$ cat config.mk
export PLATFORM = sky130hd
export DESIGN_NAME = pe_os_lane
export DESIGN_NICKNAME = d
export VERILOG_FILES = /design/src/rtl/pe_pkg.sv /design/src/rtl/pe_dot_lane.sv /design/src/rtl/pe_os_lane.sv
export SDC_FILE = /design/constraint.sdc
export NUM_CORES = 2
export LEC_CHECK = 0
export CAP_MARGIN = 25
export CORE_AREA = 2 2 208 210
export DETAILED_ROUTE_END_ITERATION = 8
export DIE_AREA = 0 0 210 212
export PLACE_DENSITY = 0.83
export SYNTH_ARGS = -nofsm -noshare
export SYNTH_HDL_FRONTEND = slang
export SYNTH_SLANG_ARGS = --single-unit
$ cat constraint.sdc
create_clock -name clk -period 15.63 [get_ports clk]
set_input_delay 1.563 -clock clk [delete_from_list [all_inputs] [get_ports clk]]
set_output_delay 1.563 -clock clk [all_outputs]
set_load 0.02 [all_outputs]
$ cat src/rtl/pe_pkg.sv
// Shared definitions for the output-stationary systolic PE: data-type and precision
// encodings, the result-chain record and a width-generic saturating adder.
package pe_pkg;

  localparam logic PE_DATA_TYPE_A = 1'b0;
  localparam logic PE_DATA_TYPE_C = 1'b1;
  localparam logic PRECISION_INT8 = 1'b0;
  localparam logic PRECISION_INT4 = 1'b1;

  // Widest accumulator supported; ACC_W must be strictly smaller.
  localparam int SAT_MAX_W = 64;

  typedef struct packed {
    logic                 valid;
    logic [SAT_MAX_W-1:0] data;
  } res_chain_t;

  typedef struct packed {
    logic                 sat;
    logic [SAT_MAX_W-1:0] sum;
  } sat_res_t;

  // Adds two sign-extended operands and clamps the sum to the signed range of w bits.
  function automatic sat_res_t sat_add(input logic signed [SAT_MAX_W-1:0] a,
                                       input logic signed [SAT_MAX_W-1:0] b,
                                       input int                          w);
    logic signed [SAT_MAX_W:0] full;
    logic signed [SAT_MAX_W:0] one;
    logic signed [SAT_MAX_W:0] hi;
    logic signed [SAT_MAX_W:0] lo;
    sat_res_t                  r;
    one    = '0;
    one[0] = 1'b1;
    hi     = (one << (w - 1)) - one;
    lo     = -(one << (w - 1));
    full   = {a[SAT_MAX_W-1], a} + {b[SAT_MAX_W-1], b};
    r.sat  = 1'b0;
    r.sum  = full[SAT_MAX_W-1:0];
    if (full > hi) begin
      r.sat = 1'b1;
      r.sum = hi[SAT_MAX_W-1:0];
    end else if (full < lo) begin
      r.sat = 1'b1;
      r.sum = lo[SAT_MAX_W-1:0];
    end
    return r;
  endfunction

endpackage

$ cat src/rtl/pe_dot_lane.sv
// Combinational LANES-wide signed dot product; int4 mode treats every byte as two
// signed nibbles (low nibble first) and sums all 2*LANES nibble products.
module pe_dot_lane
  import pe_pkg::*;
#(
  parameter int LANES  = 4,
  parameter int ELEM_W = 8,
  parameter int OUT_W  = 32
) (
  input  logic        [LANES*ELEM_W-1:0] a_i,
  input  logic        [LANES*ELEM_W-1:0] b_i,
  input  logic                           prec_i,
  output logic signed [OUT_W-1:0]        dot_o
);

  localparam int HW = ELEM_W / 2;
  localparam int PW = 2 * ELEM_W;

  logic signed [PW-1:0]     p8;
  logic signed [ELEM_W-1:0] p4_lo;
  logic signed [ELEM_W-1:0] p4_hi;
  logic signed [OUT_W-1:0]  sum8;
  logic signed [OUT_W-1:0]  sum4;

  always_comb begin
    sum8  = '0;
    sum4  = '0;
    p8    = '0;
    p4_lo = '0;
    p4_hi = '0;
    for (int i = 0; i < LANES; i++) begin
      p8    = PW'($signed(a_i[i*ELEM_W +: ELEM_W])) * PW'($signed(b_i[i*ELEM_W +: ELEM_W]));
      p4_lo = ELEM_W'($signed(a_i[i*ELEM_W +: HW])) * ELEM_W'($signed(b_i[i*ELEM_W +: HW]));
      p4_hi = ELEM_W'($signed(a_i[i*ELEM_W+HW +: HW])) * ELEM_W'($signed(b_i[i*ELEM_W+HW +: HW]));
      sum8  = sum8 + OUT_W'(p8);
      sum4  = sum4 + OUT_W'(p4_lo) + OUT_W'(p4_hi);
    end
    dot_o = (prec_i == PRECISION_INT4) ? sum4 : sum8;
  end

endmodule

$ cat src/rtl/pe_os_lane.sv
// Output-stationary systolic PE with C preload and a token-driven result drain chain.
// Optional macro PE_OS_SAT_EN: saturating accumulation (first saturation sets err_o).
module pe_os_lane
  import pe_pkg::*;
#(
  parameter int X        = 0,
  parameter int Y        = 0,
  parameter int SARRAY_W = 4,
  parameter int LANES    = 4,
  parameter int ELEM_W   = 8,
  parameter int ACC_W    = 32,
  parameter int CNT_W    = 4
) (
  input  logic                      clk,
  input  logic                      rst,
  input  logic                      top_data_valid_i,
  input  logic [CNT_W-1:0]          top_data_cnt_i,
  input  logic [LANES*ELEM_W-1:0]   top_data_i,
  input  logic                      top_storec_valid_i,
  input  logic                      top_res_valid_i,
  input  logic [ACC_W-1:0]          top_res_i,
  input  logic                      left_data_valid_i,
  input  logic [CNT_W-1:0]          left_data_cnt_i,
  input  logic                      left_data_type_i,
  input  logic                      left_precision_i,
  input  logic [LANES*ELEM_W-1:0]   left_data_i,
  output logic                      bot_data_valid_o,
  output logic [CNT_W-1:0]          bot_data_cnt_o,
  output logic [LANES*ELEM_W-1:0]   bot_data_o,
  output logic                      bot_storec_valid_o,
  output logic                      bot_res_valid_o,
  output logic [ACC_W-1:0]          bot_res_o,
  output logic                      right_data_valid_o,
  output logic [CNT_W-1:0]          right_data_cnt_o,
  output logic                      right_data_type_o,
  output logic                      right_precision_o,
  output logic [LANES*ELEM_W-1:0]   right_data_o,
  output logic                      err_o
);

  localparam int                DW     = LANES * ELEM_W;
  localparam logic [CNT_W-1:0]  MY_CNT = CNT_W'(SARRAY_W - 1 - X);
  // Row position is implied by where the token arrives; the PE itself never needs it.
  localparam int                unused_row_idx = Y;

  logic signed [ACC_W-1:0] acc_q, acc_d;
  logic                    err_q, err_d;
  logic [1:0]              tok_q, tok_d;
  logic                    bot_v_q, bot_v_d;
  logic [CNT_W-1:0]        bot_cnt_q, bot_cnt_d;
  logic [DW-1:0]           bot_data_q, bot_data_d;
  logic                    right_v_q, right_v_d;
  logic [CNT_W-1:0]        right_cnt_q, right_cnt_d;
  logic                    right_type_q, right_type_d;
  logic                    right_prec_q, right_prec_d;
  logic [DW-1:0]           right_data_q, right_data_d;
  logic                    res_v_q;
  logic [ACC_W-1:0]        res_q;

  logic signed [ACC_W-1:0] dot;
  logic signed [ACC_W-1:0] mac_sum;
  logic signed [ACC_W-1:0] acc_upd;
  logic                    a_valid, is_c, c_hit, mac_fire, fwd_right;
  logic                    lone, collision, sat_evt;
  res_chain_t              res_d;

  pe_dot_lane #(
    .LANES  (LANES),
    .ELEM_W (ELEM_W),
    .OUT_W  (ACC_W)
  ) u_dot (
    .a_i    (left_data_i),
    .b_i    (top_data_i),
    .prec_i (left_precision_i),
    .dot_o  (dot)
  );

`ifdef PE_OS_SAT_EN
  sat_res_t sat_r;
  logic [SAT_MAX_W-ACC_W-1:0] unused_sat_hi;
  assign sat_r         = sat_add(SAT_MAX_W'(acc_q), SAT_MAX_W'(dot), ACC_W);
  assign mac_sum       = sat_r.sum[ACC_W-1:0];
  assign sat_evt       = mac_fire && sat_r.sat;
  assign unused_sat_hi = sat_r.sum[SAT_MAX_W-1:ACC_W];
`else
  assign mac_sum = acc_q + dot;
  assign sat_evt = 1'b0;
`endif

  logic [SAT_MAX_W-ACC_W-1:0] unused_res_hi;
  assign unused_res_hi = res_d.data[SAT_MAX_W-1:ACC_W];

  always_comb begin
    a_valid   = left_data_valid_i && (left_data_type_i == PE_DATA_TYPE_A);
    is_c      = left_data_valid_i && (left_data_type_i == PE_DATA_TYPE_C);
    c_hit     = is_c && (left_data_cnt_i == MY_CNT);
    mac_fire  = top_data_valid_i && a_valid;
    lone      = (top_data_valid_i && !a_valid) || (a_valid && !top_data_valid_i);
    fwd_right = mac_fire || (is_c && !c_hit);

    // The drain snapshot includes a MAC landing in the same cycle.
    acc_upd = mac_fire ? mac_sum : acc_q;
    if (c_hit) begin
      acc_d = $signed(left_data_i[ACC_W-1:0]);
    end else if (top_storec_valid_i) begin
      acc_d = '0;
    end else begin
      acc_d = acc_upd;
    end

    res_d     = '0;
    collision = 1'b0;
    if (top_storec_valid_i) begin
      res_d.valid = 1'b1;
      res_d.data  = SAT_MAX_W'(acc_upd);
      collision   = top_res_valid_i;
    end else begin
      res_d.valid = top_res_valid_i;
      res_d.data  = SAT_MAX_W'(top_res_i);
    end

    tok_d = {tok_q[0], top_storec_valid_i};
    err_d = err_q | lone | collision | sat_evt;

    bot_v_d      = mac_fire;
    bot_cnt_d    = mac_fire ? top_data_cnt_i : bot_cnt_q;
    bot_data_d   = mac_fire ? top_data_i : bot_data_q;
    right_v_d    = fwd_right;
    right_cnt_d  = fwd_right ? left_data_cnt_i : right_cnt_q;
    right_type_d = fwd_right ? left_data_type_i : right_type_q;
    right_prec_d = fwd_right ? left_precision_i : right_prec_q;
    right_data_d = fwd_right ? left_data_i : right_data_q;
  end

  always_ff @(posedge clk) begin
    if (rst) begin
      acc_q        <= '0;
      err_q        <= 1'b0;
      tok_q        <= '0;
      bot_v_q      <= 1'b0;
      bot_cnt_q    <= '0;
      bot_data_q   <= '0;
      right_v_q    <= 1'b0;
      right_cnt_q  <= '0;
      right_type_q <= 1'b0;
      right_prec_q <= 1'b0;
      right_data_q <= '0;
      res_v_q      <= 1'b0;
      res_q        <= '0;
    end else begin
      acc_q        <= acc_d;
      err_q        <= err_d;
      tok_q        <= tok_d;
      bot_v_q      <= bot_v_d;
      bot_cnt_q    <= bot_cnt_d;
      bot_data_q   <= bot_data_d;
      right_v_q    <= right_v_d;
      right_cnt_q  <= right_cnt_d;
      right_type_q <= right_type_d;
      right_prec_q <= right_prec_d;
      right_data_q <= right_data_d;
      res_v_q      <= res_d.valid;
      res_q        <= res_d.data[ACC_W-1:0];
    end
  end

  assign bot_data_valid_o   = bot_v_q;
  assign bot_data_cnt_o     = bot_cnt_q;
  assign bot_data_o         = bot_data_q;
  assign bot_storec_valid_o = tok_q[1];
  assign bot_res_valid_o    = res_v_q;
  assign bot_res_o          = res_q;
  assign right_data_valid_o = right_v_q;
  assign right_data_cnt_o   = right_cnt_q;
  assign right_data_type_o  = right_type_q;
  assign right_precision_o  = right_prec_q;
  assign right_data_o       = right_data_q;
  assign err_o              = err_q;

endmodule

# == Yosys cells after proc, flatten, opt, wreduce, memory -nomap -nowiden ==
# Cells that the tools add are included.
# totals
register_bits,144
wordCells,58
# op_classes
add_sub_neg,11
mul,12
n_eq_ne,1
mux,6
n_bitwise,3
reduce_logical,12
# ops
op,count
$add 32x8->32,5
$mux 32,4
$mux 65,1
$mul 4x4->8,8
$mul 8x8->16,4
$add 32x16->32,1
$add 32x32->32,1
$add 17x16->18,1
$add 16x16->17,1
$add 9x8->10,1
$add 8x8->9,1
$logic_and 1x1->1,7
$eq 4x2->1 const B,1
$logic_not 1->1,3
$logic_or 1x1->1,2
$or 1x1->1,2
$mux 1,1
$not 1->1,1

# == Longest topological paths before layout ==
# logic_depth
ltp_word,13
depth_mapped,53

# == Cells and area by module ==
# A second synthesis with hierarchy kept.
# unflattened
cells_unflattened,2605
hier_area_um2,24641.1
# by_module_without_submodules
mod,instances,cells_per_inst,area_each_um2,seq_area_each_um2
pe_dot_lane,1,1795,17671.9,0.0
pe_os_lane,1,810,6969.2,2882.8

# == Least setup slack after synthesis ==
# Ideal clock, no wire load.
# synth_timing
path_kind,input port to flip-flop
from,input top_data_i[3]
to,"register res_q[28], in the netlist bot_res_o[28]"
arrival_time_ps,13408
required_ps,15493
slack_ps,2084
cell_stages,53
path_buffers,1
cell_sequence,clkbuf_1 > inv_1 > nor2_1 > fa_1 > inv_1 > fa_1 > inv_1 > fa_1 > inv_1 > fa_1 > inv_1 > ha_1 > inv_1 > fa_1 > inv_1 > ha_1 > fa_1 > a21oi_1 > [... 17 more ...] > and3_1 > a21oi_1 > o21ai_0 > o21ai_0 > o21ai_0 > fa_1 > nand2_1 > o21ai_0 > ha_1 > a21oi_1 > o21ai_1 > a21oi_1 > nor2b_1 > a311oi_4 > nor4_1 > o311a_1 > a2111oi_2 > a211oi_1
# synth_via
elab_chain_len,12
word_cells_on_any_way,16
classes_between,add/sub (11); mul (2); mux (3)
# synth_lines
element,line_no,source
from (decl),pe_os_lane.sv:18,"input logic [LANES*ELEM_W-1:0] top_data_i,"
$mul 4x4->8,pe_dot_lane.sv:33,p4_lo = ELEM_W'($signed(a_i[i*ELEM_W +: HW])) * ELEM_W'($signed(b_i[i*ELEM_W +: HW]));
$add 8x8->9,pe_dot_lane.sv:36,sum4 = sum4 + OUT_W'(p4_lo) + OUT_W'(p4_hi);
$add 9x8->10,pe_dot_lane.sv:36,
$add 32x8->32 (5 in series),pe_dot_lane.sv:36,
$mux 32 (*),pe_dot_lane.sv:38,dot_o = (prec_i == PRECISION_INT4) ? sum4 : sum8;
$add 32x32->32 (*),pe_os_lane.sv:86,assign mac_sum = acc_q + dot;
$mux 32 (*),pe_os_lane.sv:102,acc_upd = mac_fire ? mac_sum : acc_q;
$mux 65 (*),pe_os_lane.sv:113,if (top_storec_valid_i) begin
to (signal assigned),pe_os_lane.sv:163,res_q <= res_d.data[ACC_W-1:0];
to (decl),pe_os_lane.sv:58,logic [ACC_W-1:0] res_q;
# Every way passes the cells marked *; elsewhere a longest branch is shown, timed or not.
# A chain may end at the register's enable or synchronous reset.

# == Final worst setup path ==
# layout_timing
from,input left_data_i[3]
to,"register res_q[28], in the netlist bot_res_o[28]"
# layout_via
elab_chain_len,12
word_cells_on_any_way,16
classes_between,add/sub (11); mul (2); mux (3)
# layout_lines
element,line_no,source
from (decl),pe_os_lane.sv:26,"input logic [LANES*ELEM_W-1:0] left_data_i,"
$mul 4x4->8,pe_dot_lane.sv:33,
$add 8x8->9,pe_dot_lane.sv:36,
$add 9x8->10,pe_dot_lane.sv:36,
$add 32x8->32 (5 in series),pe_dot_lane.sv:36,
$mux 32 (*),pe_dot_lane.sv:38,
$add 32x32->32 (*),pe_os_lane.sv:86,
$mux 32 (*),pe_os_lane.sv:102,
$mux 65 (*),pe_os_lane.sv:113,
# Marked as above.

==> out/results.tsv <==
stage	metric	value	unit
run_status	outcome	finished clean	
timing	clk_skew	9.75	ps
grt	first-pass GRT wire length	124	mm
critical_path	Worst Path Max Fanout	9	
routing	met3 wire length	7.61	mm
clock_network	CTS Hold Bufs	0	
synthesis	area leader, netlist	fa_1	
critical_path	cell repeated most along the worst path	fa_1	
grt	maximum number of pins on one net before global-route repair	79	
synthesis	Post-synth EDFFs	0	
grt	initial antenna violation count	3	
critical_path	crit path launch type	input pin	
floorplan	die width	210	µm
worst_hold_path	critical hold path startpoint	tok_q[0]	
placement	DPL Wire Length	67.2	mm
timing	Hold Vio Cnt, Final	0	
timing	Slew @ Worst Pin	1020	ps
critical_path	Worst Setup SP	left_data_i[3]	
synthesis	Yosys cell types	71	
timing	Final Max Slew Viols	0	
grt	Tot GR Track Use	0.372	
final_layout	Final #Nets	3825	
timing	fin crit share	0.959	
routing	top routing layer in use	met5	
clock_network	clock sink count	144	
critical_path	R2R cell count	12	
synthesis	Mapped Area	25500	µm²
grt	vias in the first global route	21682	
worst_hold_path	Hold WC Path Type	flip-flop to flip-flop	
routing	drt pass-1 iters	6	
synthesis	Cells after Synth	2784	
final_layout	Design Area, Final	29000	µm²
clock_network	worst skew pair latency	450	ps
synthesis	ys flop type	dfxtp_1	
timing	Setup Viol. Count Final	0	
routing	wl on met1	31.4	mm
timing	crit path time final	15000	ps
synthesis	post-synthesis sequential area ratio	0.113	
clock_network	root buf cell	clkbuf_16	
clock_network	H-tree levels	4	
routing	Final ANT Viol Nets	0	
routing	drt drc	0	
synthesis	top cells by area, synth	fa_1 40%, ha_1 12%, dfxtp_1 11%	
timing	RSZ-0062 raised after global routing	no	
clock_network	Clk pin slew, worst setup/hold paths	70	ps
synthesis	most instantiated cells after synthesis	672 x inv_1, 512 x fa_1, 248 x nand2_1	
grt	global route overflow	0	
floorplan	io pins	223	
timing	fmax	66.7	MHz
job	max cap viols	0	
synthesis	Mean Syn Cell Area	9.17	µm²
critical_path	Worst Path Arrival	15290	ps
routing	met2 WL	34.9	mm
floorplan	die area	44500	µm²
placement	IO Port Bufs	222	
routing	Vias	20084	
clock_network	CTS tree	yes	
timing	Setup TNS Final	0	ps
critical_path	worst r2r src	acc_q[0]	
routing	Avg Vias per Cell	5.69	
routing	routed length per placed instance	22.0	µm
critical_path	Critical Path Slowest Stage Cell	clkdlybuf4s50_1	
synthesis	#FFs+latches synth	144	
worst_hold_path	WHS Path Cells	1	
critical_path	Worst Setup End Kind	flip-flop	
synthesis	asr flop ratio synth	0	
synthesis	area share of the largest cell type after synthesis	0.402	
critical_path	CP max stage delay	700	ps
routing	Initial DRC Count	1699	
synthesis	Mapped Nets	3643	
timing	Rel. slew slack	0.318	
critical_path	CP Class	input pin to flip-flop	
final_layout	layout cell share with drive strength beyond 1	0.0373	
placement	placer congestion estimate	0.993	
floorplan	Chip Height	212	µm
final_layout	layout overhead on the synthesized area	13.7	%
critical_path	WP data required	15920	ps
floorplan	core box area	42500	µm²
clock_network	Clock Path Buffers	2	
synthesis	Synth Warn #	0	
floorplan	# rows	76	
clock_network	CTS Buf Count	17	
floorplan	Starting Density	0.600	
placement	placed inst area	28400	µm²
routing	WL final	77.4	mm
synthesis	top-count cell post-synth	inv_1	
-- cells in the final DEF, fill, tap and decap left out, drive strengths merged, types with 12 or more instances in the layout --
cell type	instances
a211oi	38
a21o	24
a21oi	120
and2	116
buf	49
clkbuf	17
clkdlybuf4s50	215
dfxtp	144
fa	512
ha	235
inv	679
mux2i	66
nand2	248
nand2b	21
nand3	13
nor2	156
nor2b	14
nor3	26
o21ai	61
o21bai	12
xnor2	58
xor2	25
-- critical path, delay by kind of cell --
kind,cells,cell delay [ps]
AND/OR/NAND/NOR,8,1370
buffers and inverters,6,970
multiplexers,1,140
AO/OA/AOI/OAI,18,4070
XOR/XNOR,1,350
adder cells (fa/ha/maj),15,6770
-- final timing paths --
check | end | slack (ps)
worst min register to register | tok_q[1] | 440
worst max-delay path | bot_res_o[28] | 630
worst min-delay path | tok_q[1] | 440
worst max register to register | acc_q[12] | 12240
-- per-stage QoR --
| stage | worst slack [ps] | util | hold slack (ps) | instances |
|---|---|---|---|---|
| after CTS | 601 | 0.682 | 450 | 3525 |
| after detailed placement | 181 | 0.668 | 432 | 3493 |
| after global routing | 17.8 | 0.683 | 469 | 3527 |
| after global placement | 518 | 0.668 | 420 | 3493 |
| after floorplan | 2080 | - | 414 | 2784 |
| final | 634 | 0.683 | 444 | 3527 |
-- state kept, by name, summed over array words and instances, names as in the netlist --
signal,cells
right_data_type_o,1
bot_data_cnt_o,4
tok_q,2
right_precision_o,1
err_o,1
right_data_valid_o,1
bot_data_valid_o,1
acc_q,32
right_data_o,32
bot_res_valid_o,1
bot_res_o,32
bot_data_o,32
right_data_cnt_o,4
-- kinds of logic after synthesis --
kind of cell             Yosys count  share of synthesized area
adder cells (fa/ha/maj)          748                      0.517
buffers and inverters            779                      0.115
AO/OA/AOI/OAI                    327                     0.0840
AND/OR/NAND/NOR                  634                      0.115
XOR/XNOR                          83                     0.0285
flip-flops                       144                      0.113
multiplexers                      69                     0.0272
-- repair_timing --
item,4_1_cts,5_1_grt
endpoints found under the setup margin,0,4
buffers inserted,0,0
gates resized for setup,0,10
hold endpoints to repair,0,0
-- cell type report --
cell class / count / area (µm²)
antenna: 2 / 5.00
clock buffer: 17 / 425
clock inverter: 15 / 189
fill: 3377 / 13500
inverter: 674 / 2530
multi-input combinational: 1861 / 19700
sequential: 144 / 2880
tap: 546 / 683
timing repair buffer: 268 / 2560
-- metal layers --
layer	vias to the layer above	global-route usage
met4	2	0.148
met2	1007	0.584
met1	10013	0.508
met3	193	0.0805
li1	8869	-
met5	-	0
Power is left out: the tool's default activity adds up to more than one toggle a clock period on the data nets, which glitch-free logic cannot reach.
